$ cat config.mk
export PLATFORM = sky130hd
export DESIGN_NAME = sub_sliced
export DESIGN_NICKNAME = d
export VERILOG_FILES = /design/src/rtl/sub_sliced.sv
export SDC_FILE = /design/constraint.sdc
export NUM_CORES = 1
export LEC_CHECK = 0
export CAP_MARGIN = 25
export CORE_MARGIN = 3
export CORE_UTILIZATION = 41
export DETAILED_ROUTE_END_ITERATION = 12
export PLACE_DENSITY = 0.74
export SYNTH_ARGS = -nofsm -noshare
export SYNTH_HDL_FRONTEND = slang
export SYNTH_SLANG_ARGS = --single-unit
$ cat constraint.sdc
create_clock -name clk -period 2.15 [get_ports clk]
set_clock_uncertainty 0.2 [all_clocks]
set_input_delay 0.43 -clock clk [delete_from_list [all_inputs] [get_ports clk]]
set_output_delay 0.43 -clock clk [all_outputs]
set_load 0.005 [all_outputs]
$ cat src/rtl/sub_sliced.sv
// Slice-serial unsigned subtractor c = a - b, W = N/CC bits per clock, LS slice first.
// A borrow is chained across slices; start/done frame each N-bit operation.
module sub_sliced #(
   parameter  int N  = 128,
   parameter  int CC = 16,
   localparam int W  = N / CC,
   localparam int CW = (CC > 1) ? $clog2(CC) : 1
) (
   input  logic         clk,
   input  logic         rst,
   input  logic         start,
   input  logic [W-1:0] a,
   input  logic [W-1:0] b,
   output logic [W-1:0] c,
   output logic         c_valid,
   output logic         done,
   output logic         borrow_out,
   output logic         busy
);

   typedef enum logic {IDLE = 1'b0, RUN = 1'b1} state_t;

   localparam logic [CW-1:0] LAST = CW'(CC - 1);

   state_t         state_q;
   logic [CW-1:0]  cnt_q;
   logic           borrow_q;
   logic [W-1:0]   c_q;
   logic           c_valid_q;
   logic           done_q;
   logic           borrow_out_q;

   logic           borrow_in;
   logic           borrow_d;
   logic [W-1:0]   diff_d;

   // A fresh operation always starts with no borrow, whatever borrow_q holds.
   always_comb begin
      borrow_in          = (state_q == RUN) ? borrow_q : 1'b0;
      {borrow_d, diff_d} = {1'b0, a} - {1'b0, b} - {{W{1'b0}}, borrow_in};
   end

   always_ff @(posedge clk or negedge rst) begin
      if (!rst) begin
         state_q      <= IDLE;
         cnt_q        <= '0;
         borrow_q     <= 1'b0;
         c_q          <= '0;
         c_valid_q    <= 1'b0;
         done_q       <= 1'b0;
         borrow_out_q <= 1'b0;
      end else begin
         c_valid_q <= 1'b0;
         done_q    <= 1'b0;
         case (state_q)
            IDLE: begin
               if (start) begin
                  c_q       <= diff_d;
                  c_valid_q <= 1'b1;
                  if (CC == 1) begin
                     done_q       <= 1'b1;
                     borrow_out_q <= borrow_d;
                  end else begin
                     cnt_q    <= CW'(1);
                     borrow_q <= borrow_d;
                     state_q  <= RUN;
                  end
               end
            end
            RUN: begin
               c_q       <= diff_d;
               c_valid_q <= 1'b1;
               if (cnt_q == LAST) begin
                  done_q       <= 1'b1;
                  borrow_out_q <= borrow_d;
                  state_q      <= IDLE;
                  cnt_q        <= '0;
                  borrow_q     <= 1'b0;
               end else begin
                  cnt_q    <= cnt_q + CW'(1);
                  borrow_q <= borrow_d;
               end
            end
            default: state_q <= IDLE;
         endcase
      end
   end

   assign c          = c_q;
   assign c_valid    = c_valid_q;
   assign done       = done_q;
   assign borrow_out = borrow_out_q;
   assign busy       = (state_q == RUN);

endmodule

# [After elaboration in Yosys (flattened, before gate mapping)]
# Index checks and enable logic that the tools add are counted.
[totals] out_inout_bits=12 register_bits=17 word_cells=29 inputBits=19
[op_classes] reduce_logical=1 muxes=15 bitwise_logic=1 n_eq_ne=2 addsub=3
[ops] operator="$pmux W8 S2" count=1
[ops] operator="$sub A8 B8 Y9" count=1
[ops] operator="$sub A9 B1 Y9" count=1
[ops] operator="$mux W4" count=2
[ops] operator="$mux W8" count=1
[ops] operator="$pmux W4 S2" count=1
[ops] operator="$mux W1" count=7
[ops] operator="$pmux W1 S2" count=3
[ops] operator="$add A4 B1 Y4 const B" count=1
[ops] operator="$eq A4 B4 Y1 const B" count=1
[ops] operator="$ne A2 B2 Y1 const B" count=1
[ops] operator="$reduce_and A2 Y1" count=1
[ops] operator="$not A1 Y1" count=1

# [Longest topological paths before layout]
[depth] ltp_word=4 ltp_mapped=10 mapped_depth_nobuf=9

# [Worst setup path before layout]
# Ideal clock, no wire load.
[synth_timing] path_kind="register to register" from="register state_q (netlist: busy)" to="register borrow_out_q (netlist: borrow_out)" path_stages_with_launch=11 n_path_buf=1 period_less_slack_ps=2347 path_slack_ps=-197 t_arrival_ps=2018 path_cell_list="dfrtp_1 buf_2 nand2_1 fa_1 inv_1 fa_1 and3b_1 o31ai_1 o21bai_2 xor2_1 a21oi_1"
[synth_via] elab_chain_len=2
[synth_rtl] element="from (decl)" line_no="25" rtl="state_t state_q;"
[synth_rtl] element="from (signal assigned)" line_no="45" rtl="state_q <= IDLE;"
[synth_rtl] element="from (signal assigned)" line_no="66" rtl="state_q <= RUN;"
[synth_rtl] element="from (signal assigned)" line_no="76" rtl="state_q <= IDLE;"
[synth_rtl] element="$mux W1" line_no="39" rtl="borrow_in = (state_q == RUN) ? borrow_q : 1'b0;"
[synth_rtl] element="$sub A9 B1 Y9" line_no="40" rtl="{borrow_d, diff_d} = {1'b0, a} - {1'b0, b} - {{W{1'b0}}, borrow_in};"
[synth_rtl] element="to (signal assigned)" line_no="62" rtl="borrow_out_q <= borrow_d;"
[synth_rtl] element="to (signal assigned)" line_no="75" rtl="borrow_out_q <= borrow_d;"
[synth_rtl] element="to (decl)" line_no="31" rtl="logic borrow_out_q;"
# Several ways; a longest one is shown, not always the timed one.
# A chain may end at the register's enable or synchronous reset.

# [Worst setup path in the final report]
[layout_timing] from="input a[6]" to="register borrow_out_q (netlist: borrow_out)"
[layout_via] elab_chain_len=2
[layout_rtl] element="from (decl)" line_no="12" rtl="input logic [W-1:0] a,"
[layout_rtl] element="$sub A8 B8 Y9" line_no="40"
[layout_rtl] element="$sub A9 B1 Y9" line_no="40"
# No other way between the ends.

==> run metrics <==
CP Data Arrival Time 2270 ps; post-synthesis register bit count 17; overall global routing resource usage 0.166; via count 1027; first-pass GRT wire length 4490 µm; Worst Setup End Kind register; final net count 216; CTS tree done; detailed-route DRC error count 0; Final Core Density 0.702; vias in the first global route 1109; Syn. warnings 0; RSZ-0062 raised after global routing true; final hold slack 266 ps; post-route worst setup slack -154 ps; Starting Density 0.450; Longest Clk Path Bufs 2; Tcrit/Tclk final 1.07; ANT nets after route 0; Worst slew margin 0.841; Die W 59.3 µm; Max Fclk 0.434 GHz; Die Y 59.3 µm; WL/cell 12.5 µm; run status finished, violations left; largest net degree at the start of global routing 22; crit path max fanout 2; Seq/Total Area, Yosys 0.365; final setup fails 4; Cell variety after synth 26; leakage power 0.000813 µW; die area 0.00352 mm²; Setup CP Type input pin to register; Clock Pin Slew Worst Setup and Hold Paths 90 ps; Core Box Area 0.00259 mm²; TritonCTS buffer count 3; Max-Cap Viols 0; post-route cell area 0.00182 mm²; VDD IR max 0.599 mV; area delta synth->final 56.1%; # hold bufs at CTS 0; # diodes 0; fin crit period 2300 ps; Sink Count 17; CTS root buffer clkbuf_4; # port buffers 30; Mapped Nets 167; WL final 2610 µm; RePlAce Congestion 0.785; H-tree Lvls 1; Final Hold Fails 0; GRT Residual Overflow 0; Slew Limit Fails 0; Via-to-Cell Ratio 4.91; drt first pass iters 3; clk_lat worst skew 280 ps; syn_area_per_cell 8.89 µm²; layout cells sized above 1 0.302; placed instance area 0.00162 mm²; CP required 2120 ps; failing checks setup timing; Worst Setup Start Kind input pin; HPWL after DPL 2000 µm; # IOs 31; Syn Inst Count 131; DRT iter0 DRCs 34; Mapped Area 0.00116 mm²; min-delay worst type input pin to asynchronous set/reset pin; placement row count 18; Pwr per Cell Area 862 mW/mm²; initial antenna violation count 0; Tightest Pin Transition 238 ps
-- placed cells by master (no fill, tap or decap), drive strengths merged, types with 2 or more instances in the layout --
cell type      count
clkdlybuf4s50     27
inv               25
buf               18
dfrtp             17
nand2             16
ha                15
o21ai             11
a21oi              7
xor2               6
nor2               5
o31ai              5
clkbuf             4
nand3              3
dlygate4sd2        3
and4               2
fa                 2
o21bai             2
a211oi             2
-- layer usage --
layer  share of wire  wire length [µm]  vias to the layer above  global-route usage
li1                -                 -                      530                   -
met1            0.42              1100                      476               0.189
met2            0.53              1390                       17               0.312
met3           0.028                74                        4              0.0153
met4           0.015                39                        0              0.0680
met5               0                 0                        -                   0
-- worst max-delay path: stages --
cell and delay [ps]:
clkdlybuf4s50_1 450, inv_1 40, ha_1 280, inv_2 50
ha_4 260, nand3_1 70, o31ai_1 230, o21bai_2 150
xor2_1 220, a21oi_1 90
-- stage by stage --
stage / setup TNS [ps] / power (µW) / instances / setup slack [ps]
4_1_cts: -583 / 1530 / 208 / -174
2_1_floorplan: -280 / 948 / 131 / -107
3_5_place_dp: -3830 / 1320 / 203 / -632
6_report: -502 / 1570 / 209 / -154
5_1_grt: -928 / 1720 / 209 / -216
3_3_place_gp: -3510 / 1270 / 203 / -615
-- worst paths after layout --
path / from / cells after the start / slack (ps) / to
max in group asynchronous: rst / 2 / 1300 / done
worst max register to register: borrow_q / 9 / -110 / c[7]
worst min register to register: c[0] / 2 / 290 / c[0]
worst min-delay path: rst / 2 / 270 / c[1]
worst max-delay path: a[6] / 10 / -150 / borrow_out
min in group clk: c[0] / 2 / 290 / c[0]
-- registers in the layout (all words and copies together) (netlist names) --
| register | flops |
|---|---|
| c | 8 |
| borrow_q | 1 |
| c_valid | 1 |
| busy | 1 |
| done | 1 |
| cnt_q | 4 |
| borrow_out | 1 |
-- Yosys cell counts --
cell / instances / area (µm²)
o31ai_1: 5 / 37.5
inv_1: 25 / 93.8
clkbuf_1: 3 / 11.3
a21boi_1: 1 / 7.51
o21bai_2: 1 / 11.3
and3b_1: 1 / 8.76
nand2b_1: 1 / 6.26
and4_1: 2 / 17.5
nand3_1: 3 / 15.0
buf_2: 1 / 5.00
xnor2_1: 1 / 8.76
dfrtp_1: 17 / 425
o2111ai_1: 1 / 8.76
a21oi_1: 7 / 35.0
a22o_1: 1 / 8.76
a31oi_1: 1 / 6.26
fa_1: 2 / 40.0
o21bai_1: 1 / 7.51
nor2_1: 5 / 18.8
a21o_1: 1 / 7.51
nand2_1: 16 / 60.1
xor2_1: 6 / 52.6
nor2b_4: 1 / 13.8
a211oi_1: 2 / 15.0
o21ai_0: 11 / 55.1
ha_1: 15 / 188
-- kinds of logic after synthesis --
family / Yosys count / synth area share
XOR/XNOR: 7 / 0.0526
adder cells (fa/ha/maj): 17 / 0.195
flip-flops: 17 / 0.365
AND/OR/NAND/NOR: 29 / 0.120
AO/OA/AOI/OAI: 32 / 0.172
buffers and inverters: 29 / 0.0945
-- final cells by class --
type	count	area (µm²)
sequential	17	425
inverter	25	93.8
timing repair buffer	48	435
multi-input combinational	85	800
fill	197	772
tap	30	37.5
clock buffer	4	26.3
-- where the power goes --
group | switching, µW | total (µW) | internal [µW]
Combinational | 364 | 853 | 489
Clock | 90.8 | 163 | 71.9
Sequential | 100 | 551 | 451
Total | 555 | 1570 | 1010
-- repair_timing --
| item | 4_1_cts | 5_1_grt |
|---|---|---|
| setup endpoints to repair | 7 | 6 |
| pin swaps | 13 | 17 |
| gates resized for setup | 18 | 14 |
| buffers inserted | 1 | 1 |
No activity file was read; power rests on OpenSTA's default activity.
